==> src/rtl/or_fold_arbiter.sv <==
// Round-robin shared OR-fold unit: one requester per accepted transaction,
// the hi|lo fold of its word returned through a single registered response slot.
module or_fold_arbiter #(
    parameter int NUM_REQ = 4,
    parameter int DATA_W  = 16,
    parameter int ID_W    = 2,
    parameter int CNT_W   = 16
) (
    input  logic                      clk,
    input  logic                      rst_n,
    input  logic [NUM_REQ-1:0]        req_valid,
    input  logic [NUM_REQ*DATA_W-1:0] req_data,
    output logic [NUM_REQ-1:0]        req_ready,
    output logic                      rsp_valid,
    input  logic                      rsp_ready,
    output logic [DATA_W/2-1:0]       rsp_data,
    output logic [ID_W-1:0]           rsp_id,
    output logic                      busy,
    output logic [CNT_W-1:0]          done_count
);

    localparam int HALF  = DATA_W / 2;
    localparam int IDX_W = (NUM_REQ > 1) ? $clog2(NUM_REQ) : 1;

    typedef enum logic {
        SLOT_EMPTY = 1'b0,
        SLOT_FULL  = 1'b1
    } slot_e;

    slot_e             slot_q, slot_d;
    logic [HALF-1:0]   data_q, data_d;
    logic [ID_W-1:0]   id_q, id_d;
    logic [ID_W-1:0]   ptr_q, ptr_d;
    logic [CNT_W-1:0]  cnt_q, cnt_d;

    logic [ID_W-1:0]   win_s;
    logic              can_accept_s;
    logic              accept_s;
    logic [DATA_W-1:0] word_s [NUM_REQ];

    function automatic logic [HALF-1:0] fold_word(input logic [DATA_W-1:0] w);
        return w[DATA_W-1:HALF] | w[HALF-1:0];
    endfunction

    // First valid requester strictly after ptr, wrapping around.
    function automatic logic [ID_W-1:0] pick_winner(input logic [NUM_REQ-1:0] valid,
                                                    input logic [ID_W-1:0]    ptr);
        logic [ID_W-1:0] win;
        logic            found;
        int              cand;
        win   = '0;
        found = 1'b0;
        for (int k = 1; k <= NUM_REQ; k++) begin
            cand = (int'(ptr) + k) % NUM_REQ;
            if (!found && valid[cand[IDX_W-1:0]]) begin
                win   = cand[ID_W-1:0];
                found = 1'b1;
            end
        end
        return win;
    endfunction

    for (genvar g = 0; g < NUM_REQ; g++) begin : g_word
        assign word_s[g] = req_data[g*DATA_W +: DATA_W];
    end

    // Winner selection and one-hot accept, suppressed while in reset.
    always_comb begin
        win_s        = pick_winner(req_valid, ptr_q);
        can_accept_s = (slot_q == SLOT_EMPTY) || rsp_ready;
        accept_s     = 1'b0;
        req_ready    = '0;
        if (rst_n && can_accept_s && (|req_valid)) begin
            accept_s  = 1'b1;
            req_ready = NUM_REQ'(1) << win_s;
        end else begin
            accept_s  = 1'b0;
            req_ready = '0;
        end
    end

    // Next state of the response slot, pointer and completion counter.
    always_comb begin
        slot_d = slot_q;
        data_d = data_q;
        id_d   = id_q;
        ptr_d  = ptr_q;
        cnt_d  = cnt_q;
        if (accept_s) begin
            slot_d = SLOT_FULL;
            data_d = fold_word(word_s[win_s]);
            id_d   = win_s;
            ptr_d  = win_s;
        end else if (rsp_ready) begin
            slot_d = SLOT_EMPTY;
        end else begin
            slot_d = slot_q;
        end
        // Counter saturates instead of wrapping.
        if ((slot_q == SLOT_FULL) && rsp_ready && (cnt_q != {CNT_W{1'b1}})) begin
            cnt_d = cnt_q + CNT_W'(1);
        end else begin
            cnt_d = cnt_q;
        end
    end

    // State registers; pointer starts at the last index so requester 0 wins first.
    always_ff @(posedge clk or negedge rst_n) begin
        if (!rst_n) begin
            slot_q <= SLOT_EMPTY;
            data_q <= '0;
            id_q   <= '0;
            ptr_q  <= ID_W'(NUM_REQ - 1);
            cnt_q  <= '0;
        end else begin
            slot_q <= slot_d;
            data_q <= data_d;
            id_q   <= id_d;
            ptr_q  <= ptr_d;
            cnt_q  <= cnt_d;
        end
    end

    assign rsp_valid  = (slot_q == SLOT_FULL);
    assign busy       = (slot_q == SLOT_FULL);
    assign rsp_data   = data_q;
    assign rsp_id     = id_q;
    assign done_count = cnt_q;

endmodule

==> config.mk <==
export PLATFORM = sky130hd
export DESIGN_NAME = or_fold_arbiter
export DESIGN_NICKNAME = d
export VERILOG_FILES = /design/src/rtl/or_fold_arbiter.sv
export SDC_FILE = /design/constraint.sdc
export NUM_CORES = 1
export LEC_CHECK = 0
export ABC_AREA = 1
export BUFFER_PORTS_ARGS = -buffer_cell sky130_fd_sc_hd__buf_2
export CORE_MARGIN = 5
export CORE_UTILIZATION = 40
export CTS_BUF_LIST = sky130_fd_sc_hd__clkbuf_8 sky130_fd_sc_hd__clkbuf_16
export CTS_CLUSTER_DIAMETER = 30
export DETAILED_ROUTE_END_ITERATION = 16
export PLACE_DENSITY = 0.8
export SYNTH_ARGS = -nofsm -noshare
export SYNTH_HDL_FRONTEND = slang
export SYNTH_SLANG_ARGS = --single-unit
==> constraint.sdc <==
create_clock -name clk -period 4.25 [get_ports clk]
set_input_delay 0.425 -clock clk [delete_from_list [all_inputs] [get_ports clk]]
set_output_delay 0.425 -clock clk [all_outputs]
set_load 0.005 [all_outputs]
==> qor.txt, run 1 <==
Syn Inst Count - 288
Xor and xnor area share after synthesis - 0.0592
Status - completed
Post-synthesis sequential area ratio - 0.352
PortBufs - 102
Routed vias - 2219
Top-count cell post-synth - nand2_1
Reg2reg setup slack - 2010 ps
Synth area leaders - dfrtp_1 (33%), nand2_1 (15%), nand3_1 (14%)
Global route overflow - 0
Worst path cell trace - inv_2 -> nand2_1 -> nand2_1 -> nand2_2 -> nand2_2 -> nor2_4 -> nand4_4 -> nand2_4 -> nand2_1 -> nor2_1 -> buf_2
Simple logic cell fraction of the synthesized area - 0.486
Largest family of logic cells by synthesized area - simple AND/OR/NAND/NOR gates
Total Wirelength - 5.51 mm
Clock-pin transition on the worst setup and hold timing paths - 60 ps
Finish-stage setup viols - 0
Multi-input gate area - 0.00117 sq mm
Initial Util - 0.408
Sequential cell area - 728 sq um
Final Wtd Congestion - 0.888
Hold WC Path Type - in -> async
# DRC - 0
CP Launch Type - register
Final net count - 460
Relative slew slack - 0.576
Portion of total power attributed to the clock network - 0.143
CP Capture Point - req_ready[3]
Layout cells sized above 1 - 0.409
CTS tree - built
P_leak - 0.00152 uW
Core area - 0.00507 sq mm
Setup crit start - ptr_q[0]$_DFFE_PN1P_
Slew @ Worst Pin - 637 ps
Area after DPL - 0.00259 sq mm
Asr flop ratio synth - 1.00
Initial antenna violation count - 0
Routed len/inst - 12.0 um
Adder-cell share of the synthesized area - 0.00604
Worst r2r path cells - 13
Critical path class - reg -> out
Largest net degree at the start of global routing - 31
Minimum hold slack - 169 ps
Final period utilization - 0.690
Yosys top cell by area - dfrtp_1
Synth top cells by count - nand2_1 (80), nand3_1 (56), or2_2 (32)
Clock skew - 2.04 ps
Synth Area in Compound Gates - 0.0163
Die ar. - 0.00672 sq mm
Post-route ant nets - 0
Synth top area share - 0.326
DRT iter0 DRCs - 126
Clock Tree Root - clkbuf_8
Vias in the first global route - 2157
Most used cell, CP - nand2_1
Synth-to-Final Area Change - 30.2%
RSZ-0062 raised after global routing - no
Tmin final - 2930 ps
Yosys warns - 0
EDFF count, synth - 0
Worst vdd ir - 0.000282 V
Synth Cell Area - 0.00207 sq mm
Vias per cell - 4.83
Fraction of synthesized area in multiplexers - 0
Slowest cell delay on critical path - 670 ps
Final Hold Vio Count - 0
DIE WIDTH - 82.0 um
Finished Cell Area - 0.00270 sq mm
Final Core Density - 0.531
Sequential Power Share - 0.266
Peak Freq - 0.341 GHz
Netlist cell types - 27
Critical R2R Launch - ptr_q[0]$_DFFE_PN1P_
Slowest-stage cell, CP - dfstp_2
Gate power share - 0.591
Crit path max fanout - 18
Worst Setup End Kind - primary output
Synth Register Bits - 29
Mapped Nets - 360
Slew Limit Fails - 0
Global Route Usage Sum - 0.172
Critical path arrival - 2510 ps
TNS Setup - 0 ps
CTS sink count - 29
Post-CTS Setup Bufs - 0
Max Root-Sink Buffers - 2
Pwr/cell area - 634 mW/mm^2
Sw Share - 0.484
WP data required - 3830 ps
First-pass GRT wire length - 9.25 mm
Drt pass-1 iters - 4
CTS Hold Bufs - 0
Ys flop type - dfrtp_1
Net Sw Power - 828 uW
Total CTS buffers - 5
Die Y - 82.0 um
HPWL after DPL - 4.48 mm
Clk Latency, worst-skew pair - 270 ps
Cts repair resizes - 0
Syn avg cell area - 7.19 sq um
Max cap viols - 0
Total number of H-tree levels - 2
R2r endpoint - rsp_data[0]$_DFFE_PN0P_
Fill count - 519
I/O pins - 103
# rows - 26
Antenna diodes - 0
Pint - 882 uW
==> critical path: cells and delay by family (launching register included) <==
family,cells,cell delay [ps]
AND/OR/NAND/NOR,9,1310
flip-flops,1,670
buffers and inverters,2,250
==> layout by cell type, fill, tap and decap left out, types with 2 or more instances in the layout <==
master	count
o21ai_0	2
nand3_1	56
clkbuf_8	7
xor2_1	9
nor2_1	13
buf_2	102
nand2_1	80
inv_1	22
nand2_2	7
dfrtp_1	27
nand2_4	2
xnor2_1	5
or2_2	32
inv_2	3
nor3_1	4
dfstp_2	2
nand4_1	8
==> registers in the layout, indices dropped and copies added (netlist names) <==
name        count
busy            1
done_count     16
ptr_q           2
rsp_data        8
rsp_id          2
==> routing by layer <==
| layer | up-vias | routed length, um | global-route usage |
|---|---|---|---|
| met3 | 6 | 462 | 0.0461 |
| met5 | - | 0 | 0 |
| li1 | 1120 | - | - |
| met1 | 1013 | 2270 | 0.215 |
| met2 | 80 | 2730 | 0.296 |
| met4 | 0 | 53 | 0.0332 |
==> how the worst min path moves through the flow <==
| stage | start | to | slack, ps | cells past startpoint |
|---|---|---|---|---|
| after floorplan | rst_n | busy$_DFFE_PN0P_ | 130 | 0 |
| after global placement | rsp_data[1]$_DFFE_PN0P_ | rsp_data[1]$_DFFE_PN0P_ | 470 | 2 |
| after detailed placement | rsp_data[7]$_DFFE_PN0P_ | rsp_data[7]$_DFFE_PN0P_ | 460 | 2 |
| after CTS | rst_n | done_count[0]$_DFFE_PN0P_ | 190 | 1 |
| after global routing | rst_n | done_count[5]$_DFFE_PN0P_ | 220 | 1 |
| final | rst_n | done_count[5]$_DFFE_PN0P_ | 170 | 1 |
==> final cells by class <==
cell class	count	area share
clock buffers	7	0.0357
flip-flops and latches	29	0.270
repair buffers	102	0.189
clock inverters	1	0.00186
multi-input cells	225	0.436
well taps	70	0.0325
inverters	25	0.0348
==> stage by stage <==
stage	power, uW	worst slack [ps]	instances
after global placement	1450	1570	451
after floorplan	1280	2160	288
after CTS	1720	1320	459
after global routing	1890	1090	459
after detailed placement	1480	1420	451
final	1710	1320	459
==> cell families after synthesis <==
group / count (synthesis)
AOI/OAI and AO/OA: 5
and+or+nand+nor: 205
buffers and inverters: 34
DFF: 29
adders and majority gates: 1
xor gates and xnor gates: 14
==> power groups by stage <==
stage	Combinational [uW]	Clock, uW	Sequential (uW)
2_1_floorplan	834	0	444
3_3_place_gp	992	0	458
3_5_place_dp	1020	0	455
4_1_cts	1020	248	454
5_1_grt	1150	262	472
6_report	1010	245	454
Power figures use the tool's default switching activity.
==> run 2, diff against run 1 <==
- ABC_AREA: 1 -> 0
- PLACE_DENSITY: 0.8 -> 0.83
- clock period: 4.25 -> 2.9 ns (I/O delays scaled with it)
==> run 2 against run 1 <==
Against the previous run:
- clock skew rose by 6.7 ps
- clock power is 75% higher
- combinational power is 53% lower
- via count fell by 16%
- core utilization up 3.8 points
- sequential cell count did not move
- register-to-register slack worse by 1400 ps
- sequential power up 33%
- critical endpoint unchanged
==> qor.txt, run 2 <==
Post-synthesis sequential area ratio - 0.409 (was 0.352)
Reg2reg setup slack - 650 ps (was 2010 ps)
Slew @ Worst Pin - 813 ps (was 637 ps)
Synth top area share - 0.380 (was 0.326)
Relative slew slack - 0.457 (was 0.576)
Total number of H-tree levels - 2 (unchanged)
Critical R2R Launch - busy$_DFFE_PN0P_ (was ptr_q[0]$_DFFE_PN1P_)
Net Sw Power - 494 uW (was 828 uW)
# DRC - 0 (unchanged)
Critical path class - reg -> out (unchanged)
Post-CTS Setup Bufs - 0 (unchanged)
Drt pass-1 iters - 4 (unchanged)
Pwr/cell area - 613 mW/mm^2 (was 634 mW/mm^2)
Sequential cell area - 728 sq um (unchanged)
Max cap viols - 0 (unchanged)
First-pass GRT wire length - 8.70 mm (was 9.25 mm)
Crit path max fanout - 14 (was 18)
Yosys warns - 0 (unchanged)
Antenna diodes - 0 (unchanged)
Clock Tree Root - clkbuf_8 (unchanged)
Initial Util - 0.411 (was 0.408)
Netlist cell types - 42 (was 27)
Cts repair resizes - 0 (unchanged)
Worst Setup End Kind - primary output (unchanged)
Final setup margin - 406 ps (was 1320 ps)
Status - completed (unchanged)
Sequential Power Share - 0.402 (was 0.266)
Syn avg cell area - 8.81 sq um (was 7.19 sq um)
DRT iter0 DRCs - 134 (was 126)
Vias per cell - 5.19 (was 4.83)
Routed vias - 1874 (was 2219)
Slew Limit Fails - 0 (unchanged)
Finish-stage setup viols - 0 (unchanged)
DIE WIDTH - 76.7 um (was 82.0 um)
Total CTS buffers - 5 (unchanged)
Setup crit start - busy$_DFFE_PN0P_ (was ptr_q[0]$_DFFE_PN1P_)
Final Hold Vio Count - 0 (unchanged)
EDFF count, synth - 0 (unchanged)
Tmin final - 2490 ps
Layout cells sized above 1 - 0.417 (was 0.409)
Largest net degree at the start of global routing - 30 (was 31)
CTS Hold Bufs - 0 (unchanged)
Synth top cells by count - dfrtp_1 (27), nand2_1 (27), nor2_1 (26) (was nand2_1 (80), nand3_1 (56), or2_2 (32))
Portion of total power attributed to the clock network - 0.284 (was 0.143)
Core area - 0.00432 sq mm (was 0.00507 sq mm)
Multi-input gate area - 0.00100 sq mm (was 0.00117 sq mm)
P_leak - 0.00122 uW (was 0.00152 uW)
Gate power share - 0.315 (was 0.591)
Synth Cell Area - 0.00178 sq mm (was 0.00207 sq mm)
Clk Latency, worst-skew pair - 280 ps (was 270 ps)
Global route overflow - 0 (unchanged)
CTS tree - built (unchanged)
Asr flop ratio synth - 1.00 (unchanged)
Worst vdd ir - 0.000289 V (was 0.000282 V)
Synth-to-Final Area Change - 38.4% (was 30.2%)
CP Capture Point - req_ready[3] (unchanged)
PortBufs - 102 (unchanged)
WP data required - 2610 ps (was 3830 ps)
Syn Inst Count - 202 (was 288)
Final net count - 380 (was 460)
Sw Share - 0.327 (was 0.484)
Critical path arrival - 2200 ps (was 2510 ps)
R2r endpoint - rsp_data[4]$_DFFE_PN0P_ (was rsp_data[0]$_DFFE_PN0P_)
Commonest non-fill, non-tap cell in the layout - buf_2 (unchanged)
Total Wirelength - 5.27 mm (was 5.51 mm)
CTS sink count - 29 (unchanged)
Dpl ws - 685 ps (was 1420 ps)
Ys flop type - dfrtp_1 (unchanged)
Max Root-Sink Buffers - 2 (unchanged)
Mapped Nets - 274 (was 360)
Synth area leaders - dfrtp_1 (38%), nand2_1 (5.7%), nor2_1 (5.5%) (was dfrtp_1 (33%), nand2_1 (15%), nand3_1 (14%))
Vias in the first global route - 1858 (was 2157)
TNS Setup - 0 ps (unchanged)
Worst r2r path cells - 7 (was 13)
Clock-pin transition on the worst setup and hold timing paths - 60 ps (about the same)
Pint - 1010 uW (was 882 uW)
Number of flip-flops in the largest register - 16 (unchanged)
Die Y - 76.7 um (was 82.0 um)
# rows - 24 (was 26)
Hold WC Path Type - in -> async (unchanged)
Die ar. - 0.00588 sq mm (was 0.00672 sq mm)
Final period utilization - 0.860
Clock skew - 8.77 ps (was 2.04 ps)
Post-route ant nets - 0 (unchanged)
CP Launch Type - register (unchanged)
Routed len/inst - 14.6 um (was 12.0 um)
Initial antenna violation count - 0 (unchanged)
HPWL after DPL - 4.19 mm (was 4.48 mm)
RSZ-0062 raised after global routing - no (unchanged)
Fill count - 416 (was 519)
Final Wtd Congestion - 0.833 (was 0.888)
I/O pins - 103 (unchanged)
Synth Register Bits - 29 (unchanged)
Global Route Usage Sum - 0.179 (was 0.172)
Yosys top cell by area - dfrtp_1 (unchanged)
Peak Freq - 0.401 GHz
Most frequent cells in the layout - buf_2 (102), nand2_1 (27), dfrtp_1 (27), nor2_1 (26), nor3_1 (17) (was buf_2 (102), nand2_1 (80), nand3_1 (56), or2_2 (32), dfrtp_1 (27))
-- run 2: power by group through the flow --
stage	Combinational, uW	Sequential [uW]	Clock, uW
floorplan	265	601	0
global placement	470	606	0
detailed placement	482	610	0
CTS	483	605	432
global route	533	625	454
finish	475	606	428
-- run 2: through the flow --
| step | utilization | total power [uW] | instance area, sq um | cells | hold WS, ps |
|---|---|---|---|---|---|
| final | 0.569 | 1510 | 2460 | 361 | 51.4 |
| after global routing | 0.569 | 1610 | 2460 | 361 | 81.3 |
| after CTS | 0.569 | 1520 | 2460 | 361 | 63.9 |
| after detailed placement | 0.543 | 1090 | 2350 | 353 | 366 |
| after global placement | 0.543 | 1080 | 2350 | 353 | 361 |
| after floorplan | - | 866 | 1780 | 202 | -5.59 |
-- run 2: area by class of cell --
| cell class | count | share of cell area |
|---|---|---|
| tap | 52 | 0.0264 |
| clock buffer | 6 | 0.0335 |
| clock inverter | 2 | 0.0137 |
| multi-input combinational | 164 | 0.407 |
| timing repair buffer | 107 | 0.223 |
| inverter | 1 | 0.00152 |
| sequential | 29 | 0.296 |
-- run 2: critical path, stage by stage (launching register included) --
cell	delay (ps)
dfrtp_1	380
nor2b_1	670
nor2_1	110
buf_4	210
nand2b_1	320
nor2_1	80
buf_2	150
-- run 2: how the worst min path moves through the flow --
stage,startpoint,slack [ps],cells past startpoint,to
final,rst_n,50,2,done_count[12]$_DFFE_PN0P_
after global routing,rst_n,80,2,done_count[14]$_DFFE_PN0P_
after CTS,rst_n,60,2,rsp_data[1]$_DFFE_PN0P_
after detailed placement,rst_n,370,2,done_count[14]$_DFFE_PN0P_
after global placement,rst_n,360,2,done_count[14]$_DFFE_PN0P_
after floorplan,rst_n,-6,0,busy$_DFFE_PN0P_
-- run 2: logic make-up (layout without fill, tap and decap cells) --
family / count (synthesis) / in the layout / synth area share
muxes: 11 / 11 / 0.0633
adders and majority gates: 1 / 1 / 0.00703
xor gates and xnor gates: 11 / 11 / 0.0541
DFF: 29 / 29 / 0.409
and+or+nand+nor: 100 / 100 / 0.281
AOI/OAI and AO/OA: 41 / 41 / 0.158
buffers and inverters: 9 / 116 / 0.0281
-- run 2: routing by layer --
layer | part of all wire | vias to the layer above | routed length [um] | global-route usage
li1 | - | 932 | - | -
met1 | 0.43 | 888 | 2260 | 0.227
met2 | 0.50 | 49 | 2620 | 0.290
met3 | 0.064 | 5 | 335 | 0.0609
met4 | 0.011 | 0 | 56 | 0.0455
met5 | 0 | - | 0 | 0
